--- config.mk ---
export PLATFORM = sky130hd
export DESIGN_NAME = fret_hit_scorer_flat
export DESIGN_NICKNAME = d
export VERILOG_FILES = /design/src/rtl/fret_hit_scorer_pkg.sv /design/src/rtl/fret_hit_scorer_if.sv /design/src/rtl/fret_hit_scorer_frame_tick_sync.sv /design/src/rtl/fret_hit_scorer.sv /design/src/flat_wrapper.sv
export SDC_FILE = /design/constraint.sdc
export NUM_CORES = 1
export LEC_CHECK = 0
export CORE_UTILIZATION = 49
export DETAILED_ROUTE_END_ITERATION = 8
export PLACE_DENSITY = 0.82
export SLEW_MARGIN = 20
export SYNTH_ARGS = -nofsm -noshare
export SYNTH_HDL_FRONTEND = slang
export SYNTH_SLANG_ARGS = --single-unit
--- constraint.sdc ---
create_clock -name Clk -period 6.61 [get_ports Clk]
set_input_delay 1.322 -clock Clk [delete_from_list [all_inputs] [get_ports Clk]]
set_output_delay 1.322 -clock Clk [all_outputs]
set_load 0.05 [all_outputs]
--- src/rtl/fret_hit_scorer_pkg.sv ---
// Shared types and constants for the fret hit scorer: lane identities, key map,
// scoring constants, judge FSM encodings and the multiplier helper.
package fret_hit_scorer_pkg;

   localparam int NUM_LANES  = 5;
   localparam int HIT_POINTS = 10;
   localparam int MULT_MAX   = 4;
   localparam int STREAK_W   = 7;
   localparam int MULT_W     = 3;
   localparam int LANE_W     = 3;
   localparam int Y_W        = 10;

   typedef enum logic [2:0] {
      LANE_GREEN  = 3'd0,
      LANE_RED    = 3'd1,
      LANE_YELLOW = 3'd2,
      LANE_BLUE   = 3'd3,
      LANE_ORANGE = 3'd4
   } lane_e;

   localparam logic [7:0] LANE_KEYCODE [NUM_LANES] = '{8'h04, 8'h16, 8'h07, 8'h09, 8'h0A};

   typedef enum logic [0:0] {
      IDLE  = 1'b0,
      JUDGE = 1'b1
   } judge_state_e;

   localparam logic [0:0] ST_IDLE  = 1'b0;
   localparam logic [0:0] ST_JUDGE = 1'b1;

   // min(MULT_MAX, 1 + streak/10)
   function automatic logic [MULT_W-1:0] mult_of(input logic [STREAK_W-1:0] streak);
      logic [STREAK_W-1:0] tens;
      tens = streak / 7'd10;
      if (tens >= 7'(MULT_MAX - 1)) begin
         return 3'(MULT_MAX);
      end else begin
         return 3'(tens) + 3'd1;
      end
   endfunction

endpackage

--- src/rtl/fret_hit_scorer_if.sv ---
// Bundle between the keyboard/sprite stage and the scorer: key and note inputs,
// per-lane pulses and the score/streak/multiplier readout.
interface fret_hit_scorer_if #(
   parameter int NUM_LANES = 5,
   parameter int SCORE_W   = 16
);
   logic [7:0]             keycode;
   logic [NUM_LANES*10-1:0] note_y;
   logic [NUM_LANES-1:0]   note_valid;
   logic [NUM_LANES-1:0]   hit_pulse;
   logic [NUM_LANES-1:0]   miss_pulse;
   logic [SCORE_W-1:0]     score;
   logic [6:0]             streak;
   logic [2:0]             multiplier;
   logic                   busy;

   modport master (
      output keycode, note_y, note_valid,
      input  hit_pulse, miss_pulse, score, streak, multiplier, busy
   );

   modport slave (
      input  keycode, note_y, note_valid,
      output hit_pulse, miss_pulse, score, streak, multiplier, busy
   );
endinterface

--- src/rtl/fret_hit_scorer_frame_tick_sync.sv ---
// Brings VGA vertical sync into the Clk domain and emits a one-cycle tick on its
// rising edge, three Clk cycles after the VS rise.
module frame_tick_sync (
   input  logic Clk,
   input  logic Reset,
   input  logic async_in,
   output logic tick
);

   logic meta_r;
   logic sync_r;
   logic prev_r;
   logic tick_r;

   // two-flop synchronizer, then a registered rising-edge detect
   always_ff @(posedge Clk or posedge Reset) begin
      if (Reset) begin
         meta_r <= 1'b0;
         sync_r <= 1'b0;
         prev_r <= 1'b0;
         tick_r <= 1'b0;
      end else begin
         meta_r <= async_in;
         sync_r <= meta_r;
         prev_r <= sync_r;
         tick_r <= sync_r & ~prev_r;
      end
   end

   assign tick = tick_r;

endmodule

--- src/rtl/fret_hit_scorer.sv ---
// Judges key presses against falling notes once per frame, one lane per cycle,
// and maintains score, streak and multiplier.
module fret_hit_scorer
   import fret_hit_scorer_pkg::*;
#(
   parameter int ZONE_TOP   = 400,
   parameter int ZONE_BOT   = 440,
   parameter int MISS_Y     = 460,
   parameter int SCORE_W    = 16,
   parameter int STREAK_MAX = 99
) (
   input  logic Clk,
   input  logic Reset,
   input  logic frame_clk,
   fret_hit_scorer_if.slave bus
);

   logic                  tick_s;
   logic [NUM_LANES-1:0]  key_hit_s;
   logic [NUM_LANES-1:0]  press_s;
   logic [NUM_LANES-1:0]  inzone_s;
   logic [NUM_LANES-1:0]  beyond_s;
   logic [NUM_LANES-1:0]  fresh_s;
   logic [NUM_LANES-1:0]  sel_s;
   logic [NUM_LANES-1:0]  prev_r;
   logic [NUM_LANES-1:0]  pending_r;
   logic [NUM_LANES-1:0]  consumed_r;
   logic [NUM_LANES-1:0]  passed_r;

   logic [0:0]            state_r;
   logic                  busy_r;
   logic [LANE_W-1:0]     lane_cnt_r;
   logic [NUM_LANES-1:0]  hit_pulse_r;
   logic [NUM_LANES-1:0]  miss_pulse_r;
   logic [SCORE_W-1:0]    score_r;
   logic [STREAK_W-1:0]   streak_r;
   logic [MULT_W-1:0]     mult_r;

   logic                  judging_s;
   logic                  hit_s;
   logic                  bad_s;
   logic                  pass_s;
   logic [6:0]            points_s;
   logic [SCORE_W:0]      sum_s;
   logic [SCORE_W-1:0]    score_next_s;
   logic [STREAK_W-1:0]   streak_next_s;

   frame_tick_sync u_tick (
      .Clk      (Clk),
      .Reset    (Reset),
      .async_in (frame_clk),
      .tick     (tick_s)
   );

   // per-lane key decode, note position classification and judge-lane select
   always_comb begin
      key_hit_s = '0;
      press_s   = '0;
      inzone_s  = '0;
      beyond_s  = '0;
      fresh_s   = '0;
      sel_s     = '0;
      for (int i = 0; i < NUM_LANES; i++) begin
         key_hit_s[i] = (bus.keycode == LANE_KEYCODE[i]);
         press_s[i]   = key_hit_s[i] & ~prev_r[i];
         inzone_s[i]  = bus.note_valid[i]
                        & (bus.note_y[Y_W*i +: Y_W] >= 10'(ZONE_TOP))
                        & (bus.note_y[Y_W*i +: Y_W] <= 10'(ZONE_BOT));
         beyond_s[i]  = bus.note_valid[i] & (bus.note_y[Y_W*i +: Y_W] > 10'(MISS_Y));
         fresh_s[i]   = ~bus.note_valid[i] | (bus.note_y[Y_W*i +: Y_W] < 10'(ZONE_TOP));
         sel_s[i]     = (lane_cnt_r == 3'(i));
      end
   end

   // verdict for the lane under judgement this cycle
   always_comb begin
      judging_s = (state_r == ST_JUDGE);
      hit_s     = 1'b0;
      bad_s     = 1'b0;
      pass_s    = 1'b0;
      if (judging_s) begin
         if (|(sel_s & pending_r & inzone_s & ~consumed_r)) begin
            hit_s = 1'b1;
         end else if (|(sel_s & pending_r)) begin
            bad_s = 1'b1;
         end else if (|(sel_s & beyond_s & ~consumed_r & ~passed_r)) begin
            pass_s = 1'b1;
         end else begin
            hit_s = 1'b0;
         end
      end else begin
         hit_s = 1'b0;
      end
   end

   // saturating score add and streak update; multiplier comes from the pre-hit streak
   always_comb begin
      points_s      = {4'b0000, mult_r} * 7'd10;
      sum_s         = {1'b0, score_r} + (SCORE_W+1)'(points_s);
      score_next_s  = score_r;
      streak_next_s = streak_r;
      if (hit_s) begin
         score_next_s = sum_s[SCORE_W] ? {SCORE_W{1'b1}} : sum_s[SCORE_W-1:0];
         if (streak_r >= 7'(STREAK_MAX)) begin
            streak_next_s = 7'(STREAK_MAX);
         end else begin
            streak_next_s = streak_r + 7'd1;
         end
      end else if (bad_s | pass_s) begin
         streak_next_s = 7'd0;
      end else begin
         streak_next_s = streak_r;
      end
   end

   // press history and the pending/consumed/passed flag arrays
   always_ff @(posedge Clk or posedge Reset) begin
      if (Reset) begin
         prev_r     <= '0;
         pending_r  <= '0;
         consumed_r <= '0;
         passed_r   <= '0;
      end else begin
         prev_r <= key_hit_s;
         for (int i = 0; i < NUM_LANES; i++) begin
            // a fresh press wins over the judge's clear so it survives to the next frame
            pending_r[i] <= press_s[i] | (pending_r[i] & ~(judging_s & sel_s[i]));
            if (fresh_s[i]) begin
               consumed_r[i] <= 1'b0;
               passed_r[i]   <= 1'b0;
            end else begin
               if (hit_s & sel_s[i]) begin
                  consumed_r[i] <= 1'b1;
               end
               if (pass_s & sel_s[i]) begin
                  passed_r[i] <= 1'b1;
               end
            end
         end
      end
   end

   // judge FSM: one lane per cycle after each frame tick; ticks while judging are dropped
   always_ff @(posedge Clk or posedge Reset) begin
      if (Reset) begin
         state_r    <= ST_IDLE;
         busy_r     <= 1'b0;
         lane_cnt_r <= 3'd0;
      end else begin
         case (state_r)
            ST_IDLE: begin
               lane_cnt_r <= 3'd0;
               if (tick_s) begin
                  state_r <= ST_JUDGE;
                  busy_r  <= 1'b1;
               end
            end
            ST_JUDGE: begin
               if (lane_cnt_r == 3'(NUM_LANES - 1)) begin
                  state_r    <= ST_IDLE;
                  busy_r     <= 1'b0;
                  lane_cnt_r <= 3'd0;
               end else begin
                  lane_cnt_r <= lane_cnt_r + 3'd1;
               end
            end
            default: begin
               state_r    <= ST_IDLE;
               busy_r     <= 1'b0;
               lane_cnt_r <= 3'd0;
            end
         endcase
      end
   end

   // registered pulses and score outputs
   always_ff @(posedge Clk or posedge Reset) begin
      if (Reset) begin
         hit_pulse_r  <= '0;
         miss_pulse_r <= '0;
         score_r      <= '0;
         streak_r     <= 7'd0;
         mult_r       <= 3'd1;
      end else begin
         hit_pulse_r  <= hit_s ? sel_s : '0;
         miss_pulse_r <= (bad_s | pass_s) ? sel_s : '0;
         score_r      <= score_next_s;
         streak_r     <= streak_next_s;
         mult_r       <= mult_of(streak_next_s);
      end
   end

   assign bus.hit_pulse  = hit_pulse_r;
   assign bus.miss_pulse = miss_pulse_r;
   assign bus.score      = score_r;
   assign bus.streak     = streak_r;
   assign bus.multiplier = mult_r;
   assign bus.busy       = busy_r;

endmodule

--- src/flat_wrapper.sv ---
// flat-port wrapper written by rule: the top's interface ports become plain ports
module fret_hit_scorer_flat import fret_hit_scorer_pkg::*;
#(
   parameter int ZONE_TOP   = 400,
   parameter int ZONE_BOT   = 440,
   parameter int MISS_Y     = 460,
   parameter int SCORE_W    = 16,
   parameter int STREAK_MAX = 99
)
  (Clk, Reset, frame_clk, bus_keycode, bus_note_y, bus_note_valid, bus_hit_pulse, bus_miss_pulse, bus_score, bus_streak, bus_multiplier, bus_busy);
  fret_hit_scorer_if #(.NUM_LANES(5), .SCORE_W(SCORE_W)) bus_i ();
  input  logic Clk;
  input  logic Reset;
  input  logic frame_clk;
  input wire logic [$bits(bus_i.keycode)-1:0] bus_keycode;
  input wire logic [$bits(bus_i.note_y)-1:0] bus_note_y;
  input wire logic [$bits(bus_i.note_valid)-1:0] bus_note_valid;
  output wire logic [$bits(bus_i.hit_pulse)-1:0] bus_hit_pulse;
  output wire logic [$bits(bus_i.miss_pulse)-1:0] bus_miss_pulse;
  output wire logic [$bits(bus_i.score)-1:0] bus_score;
  output wire logic [$bits(bus_i.streak)-1:0] bus_streak;
  output wire logic [$bits(bus_i.multiplier)-1:0] bus_multiplier;
  output wire logic [$bits(bus_i.busy)-1:0] bus_busy;
  assign bus_i.keycode = bus_keycode;
  assign bus_i.note_y = bus_note_y;
  assign bus_i.note_valid = bus_note_valid;
  assign bus_hit_pulse = bus_i.hit_pulse;
  assign bus_miss_pulse = bus_i.miss_pulse;
  assign bus_score = bus_i.score;
  assign bus_streak = bus_i.streak;
  assign bus_multiplier = bus_i.multiplier;
  assign bus_busy = bus_i.busy;
  fret_hit_scorer #(.ZONE_TOP(ZONE_TOP), .ZONE_BOT(ZONE_BOT), .MISS_Y(MISS_Y), .SCORE_W(SCORE_W), .STREAK_MAX(STREAK_MAX)) u_core (.Clk(Clk), .Reset(Reset), .frame_clk(frame_clk), .bus(bus_i));
endmodule
# Word-level counts from Yosys, hierarchy flattened
# Index checks and enable logic that the tools add are counted.
# totals
register_bits,65
inputBits,66
elab_cells,199
# op_classes
add_sub_neg,4
n_mul,1
div_mod_pow,1
n_lt_le_gt_ge,22
n_eq_ne,11
mux,44
bitwise_logic,77
n_reduce_logical,15
# ops
cell,count
"greater-or-equal comparator 10 x 9 -> 1 bit, second input constant",5
"greater-than comparator 10 x 9 -> 1 bit, second input constant",5
"less-or-equal comparator 10 x 9 -> 1 bit, second input constant",5
"< comparator 10 x 9 -> 1 bit, second input constant",5
AND 1 bit,41
two-way mux 1 bit,33
AND 5 bit,6
two-way mux 7 bit,3
nonzero test 2 bit,10
adder 16 x 7 -> 17 bit,1
NOT 1 bit,17
"== test 8 x 3 -> 1 bit, second input constant",2
"== test 8 x 4 -> 1 bit, second input constant",2
two-way mux 16 bit,1
OR reduction 5 bit,3
OR 1 bit,11
two-way mux 5 bit,2
NOT 5 bit,2
"== test 8 x 5 -> 1 bit, second input constant",1
"adder 7 x 1 -> 7 bit, second input constant",1
"divider 7 x 4 -> 7 bit, second input constant",1
"greater-or-equal comparator 7 x 2 -> 1 bit, second input constant",1
"greater-or-equal comparator 7 bit, second input constant",1
"adder 3 x 1 -> 3 bit, second input constant",2
11 further kinds,14

# Logic depth before layout (Yosys ltp)
# depth
depth_word,16
mapped_depth,27

# Cells and area by module
# Synthesis repeated with hierarchy kept, for this count alone.
# unflattened
cells_unflattened,427
area_unflattened_um2,4050.1
# by_module_without_submodules
module,instances,cells_each,area_per_inst_um2,seq_area_each_um2
fret_hit_scorer,1,421,3932.5,1527.7
frame_tick_sync,1,6,117.6,100.1

# Least setup slack after synthesis
# Ideal clock, no wire load.
# synth_path
path_type,input to register
start,input bus_note_valid[2]
end,register u_core.mult_r[0] (netlist: u_core.bus.multiplier[0])
setup_ns,0.081
arrival_time_ns,5.419
slack_ns,1.110
stages,24
path_buffers,0
cell_sequence,and4bb_1 > o2111ai_1 > or4b_1 > o221a_4 > a2111oi_4 > o22ai_2 > inv_2 > and2_1 > nor2_1 > ha_1 > a31oi_1 > o2111ai_1 > o221ai_2 > inv_1 > ha_1 > o21ai_0 > nand2_1 > o21bai_1 > a22oi_2 > a21o_1 > ha_1 > nor3_1 > inv_1 > a211oi_2
# synth_between
elab_chain_len,15
# synth_lines
element,line_no,text
from (decl),flat_wrapper.sv:17,input wire logic [$bits(bus_i.note_valid)-1:0] bus_note_valid;
AND 1 bit,fret_hit_scorer.sv:69,beyond_s[i] = bus.note_valid[i] & (bus.note_y[Y_W*i +: Y_W] > 10'(MISS_Y));
AND 5 bit (3 in series),fret_hit_scorer.sv:86,end else if (|(sel_s & beyond_s & ~consumed_r & ~passed_r)) begin
OR reduction 5 bit,fret_hit_scorer.sv:86,
two-way mux 1 bit,fret_hit_scorer.sv:86,
two-way mux 1 bit,fret_hit_scorer.sv:84,end else if (|(sel_s & pending_r)) begin
two-way mux 1 bit,fret_hit_scorer.sv:82,if (|(sel_s & pending_r & inzone_s & ~consumed_r)) begin
two-way mux 1 bit,fret_hit_scorer.sv:81,if (judging_s) begin
OR 1 bit,fret_hit_scorer.sv:109,end else if (bad_s | pass_s) begin
two-way mux 7 bit,fret_hit_scorer.sv:109,
two-way mux 7 bit *,fret_hit_scorer.sv:102,if (hit_s) begin
named net u_core.streak_next_s[5],fret_hit_scorer.sv:46,logic [STREAK_W-1:0] streak_next_s;
divider 7 x 4 -> 7 bit *,fret_hit_scorer_pkg.sv:34,tens = streak / 7'd10;
greater-or-equal comparator 7 x 2 -> 1 bit or adder 3 x 1 -> 3 bit (tied branches),"fret_hit_scorer_pkg.sv:35, fret_hit_scorer_pkg.sv:38",
two-way mux 3 bit *,fret_hit_scorer_pkg.sv:35,if (tens >= 7'(MULT_MAX - 1)) begin
to (signal assigned),fret_hit_scorer.sv:189,mult_r <= mult_of(streak_next_s);
to (decl),fret_hit_scorer.sv:37,logic [MULT_W-1:0] mult_r;
# Mark *: on every way through the listed nets, which the timed path passes. The rest lies on a longest branch.
# A chain may end at the register's enable or synchronous reset.

# Worst setup path after layout
# Ends and elaborated chain as after synthesis.

==> results.md <==
- Wire length per cell: 16.0 µm
- Int Power: 0.772 mW
- CP startpoint kind: input port
- Antenna violations before repair: 0
- Number of enable flip-flop cells after synthesis: 0
- Final Util: 0.683
- Yosys warning total: 0
- Die area: 8290 µm²
- CP Data Required Time: 6880 ps
- Max stage delay on crit path: 530 ps
- Cell count after synthesis: 430
- DR DRC count: 0
- Post-synth ARST share: 1.00
- Post-synthesis sequential area ratio: 0.419
- GRT Util Overall: 0.258
- Switching share of power: 0.365
- Normalized max-slew margin: 0.425
- Crit. End Element: flip-flop
- Crit path kind: input port to flip-flop
- Die H: 91.1 µm
- DRT iter0 DRCs: 300
- Global-route wire length before repair: 17100 µm
- CTS Hold Bufs: 0
- RSZ-0062 raised after global routing: false
- Clk_lat worst skew: 340 ps
- Slew Viols, Final: 0
- N_diodes: 0
- RePlAce Congestion: 0.928
- TritonCTS Buffers: 9
- Total power: 1.21 mW
- Drt pass-1 iters: 5
- Tcrit/Tclk final: 0.924
- Status: completed
- Vias per Instance: 5.75
- Yosys top cell area share: 0.412
- Post-CTS Repair Setup Buffers: 0
- WP buf/inv: 4
- Worst hold path type: flip-flop to flip-flop
- Core box area: 7690 µm²
- Pin count of the biggest net entering global routing: 66
- Share of layout cells above drive strength 1: 0.0659
- NetSw: 0.443 mW
- Via Count: 3727
- Max H-tree Level: 3
- Area Growth Syn to Fin: 35.1%
- Clock Path Buffers: 2
- Area leader, netlist: dfrtp_1
- Initial cell density of the core: 0.506
- Power per cell area: 231 nW/µm²
- Clk_skew: 11.8 ps
- Synth Register Bits: 65
- CTS resizes: 0
- Peak supply drop: 0.000154 V
- Gate power share: 0.311
- Clock slew at reported path FFs: 80 ps
- Seq pwr share: 0.396
- Port buffer count: 102
- Final setup violating endpoints: 0
- CP max stage cell: or4b_1
- Pleak: 2.27 nW
- Netlist cell types: 71
- Clk sink count: 65
- CTS root buffer: clkbuf_8
- Setup TNS: 0 ps
- Design area: 5250 µm²
- # rows: 32
- CTS tree: done
- Number of max-cap violations: 0
- Top post-synthesis cells by count: dfrtp_1, nand2_1, nor2_1, o21ai_0, a21oi_1
- Final wirelength: 10400 µm
- Post-DRT Antenna Nets: 0
- Crit-path max FO: 8
- Achievable Freq: 164 MHz
- Hold slack: 357 ps
- Clock share of power: 0.294
- Crit path top cell by count: ha_1
- Count leader, synth: dfrtp_1
- Crit path max-delay family: compound AO/OA/AOI/OAI gates
- Post-Syn Nets: 516
- WP data arrival: 6370 ps
- Horiz. Die Dim: 91.1 µm
- Placed Area: 5040 µm²
- Vias in the first global route: 3632
- Synthesized area: 3890 µm²
- # fillers: 631
- Ys flop type: dfrtp_1
- Hpwl dp: 7810 µm
- GRT Residual Overflow: 0
- Synthesized area per cell: 9.04 µm²
- Ports: 103
- Layout Nets: 627
- Least-Margin Pin Slew: 857 ps
- Minimum clock period: 6110 ps
- Top cells by area, synth: dfrtp_1, ha_1, nand2_1
- Fin. Hold Viols: 0
[kinds of logic (layout without fill, tap and decap cells)]
family	Yosys count	in the layout	share of synthesized area
AO/OA/AOI/OAI	124	124	0.231
XOR/XNOR	12	12	0.0270
adder cells (fa/ha/maj)	20	20	0.0663
buffers and inverters	28	144	0.0280
flip-flops	65	65	0.419
multiplexers	1	1	0.00258
AND/OR/NAND/NOR	180	180	0.226
[power by group through the flow]
stage | clock, mW | sequential [mW] | combinational, mW
2_1_floorplan | 0 | 0.522 | 0.196
3_3_place_gp | 0 | 0.485 | 0.366
3_5_place_dp | 0 | 0.486 | 0.372
4_1_cts | 0.365 | 0.478 | 0.376
5_1_grt | 0.383 | 0.486 | 0.408
6_report | 0.357 | 0.480 | 0.377
[area by class of cell]
| type | instances | area, µm² | area share |
|---|---|---|---|
| sequential | 65 | 1630 | 0.310 |
| timing repair buffer | 107 | 1060 | 0.202 |
| clock inverter | 6 | 70.1 | 0.0133 |
| tap | 102 | 128 | 0.0243 |
| inverter | 21 | 78.8 | 0.0150 |
| clock buffer | 10 | 138 | 0.0262 |
| multi-input combinational | 337 | 2150 | 0.409 |
[placed cells by master, fill, tap and decap left out, types with 10 or more instances in the layout]
master           netlist  final
nand2_1               50     50
a21oi_1               22     22
o21ai_0               27     27
clkdlybuf4s50_1        0    102
o211ai_1              10     10
clkbuf_8               0     10
a31oi_1               11     11
dfrtp_1               64     64
nand3_1               15     15
ha_1                  19     19
nor2_1                48     48
nor3_1                16     16
inv_1                 20     19
[stage by stage]
| step | setup WS [ps] | instances |
|---|---|---|
| finish | 503 | 648 |
| global route | 81.7 | 648 |
| CTS | 516 | 648 |
| detailed placement | 167 | 632 |
| global placement | 356 | 632 |
| floorplan | 1110 | 430 |
[routing by layer]
layer / wire length [µm] / GRT usage / up-vias
li1: - / - / 1803
met1: 4720 / 0.341 / 1763
met2: 4800 / 0.420 / 142
met3: 644 / 0.0637 / 19
met4: 199 / 0.0780 / 0
met5: 0 / 0 / -
[final timing paths]
path	slack [ps]	startpoint	cells past startpoint	end
setup / recovery	500	bus_note_valid[2]	25	u_core.bus.multiplier[0]
hold / removal	360	u_core.u_tick.meta_r	0	u_core.u_tick.sync_r
setup reg to reg	910	u_core.lane_cnt_r[2]	25	u_core.bus.multiplier[0]
hold reg to reg	360	u_core.u_tick.meta_r	0	u_core.u_tick.sync_r
max in group asynchronous	4520	Reset	3	u_core.judging_s
min in group asynchronous	1530	Reset	3	u_core.bus.streak[2]
[registers in the layout (all words and copies together), names as in the netlist, 3 cells and up]
| signal | count |
|---|---|
| u_core.bus.multiplier | 3 |
| u_core.bus.miss_pulse | 5 |
| u_core.bus.hit_pulse | 5 |
| u_core.pending_r | 5 |
| u_core.lane_cnt_r | 3 |
| u_core.bus.score | 16 |
| u_core.consumed_r | 5 |
| u_core.passed_r | 5 |
| u_core.prev_r | 5 |
| u_core.bus.streak | 7 |
Note: power is estimated with default switching activity, not from simulation.
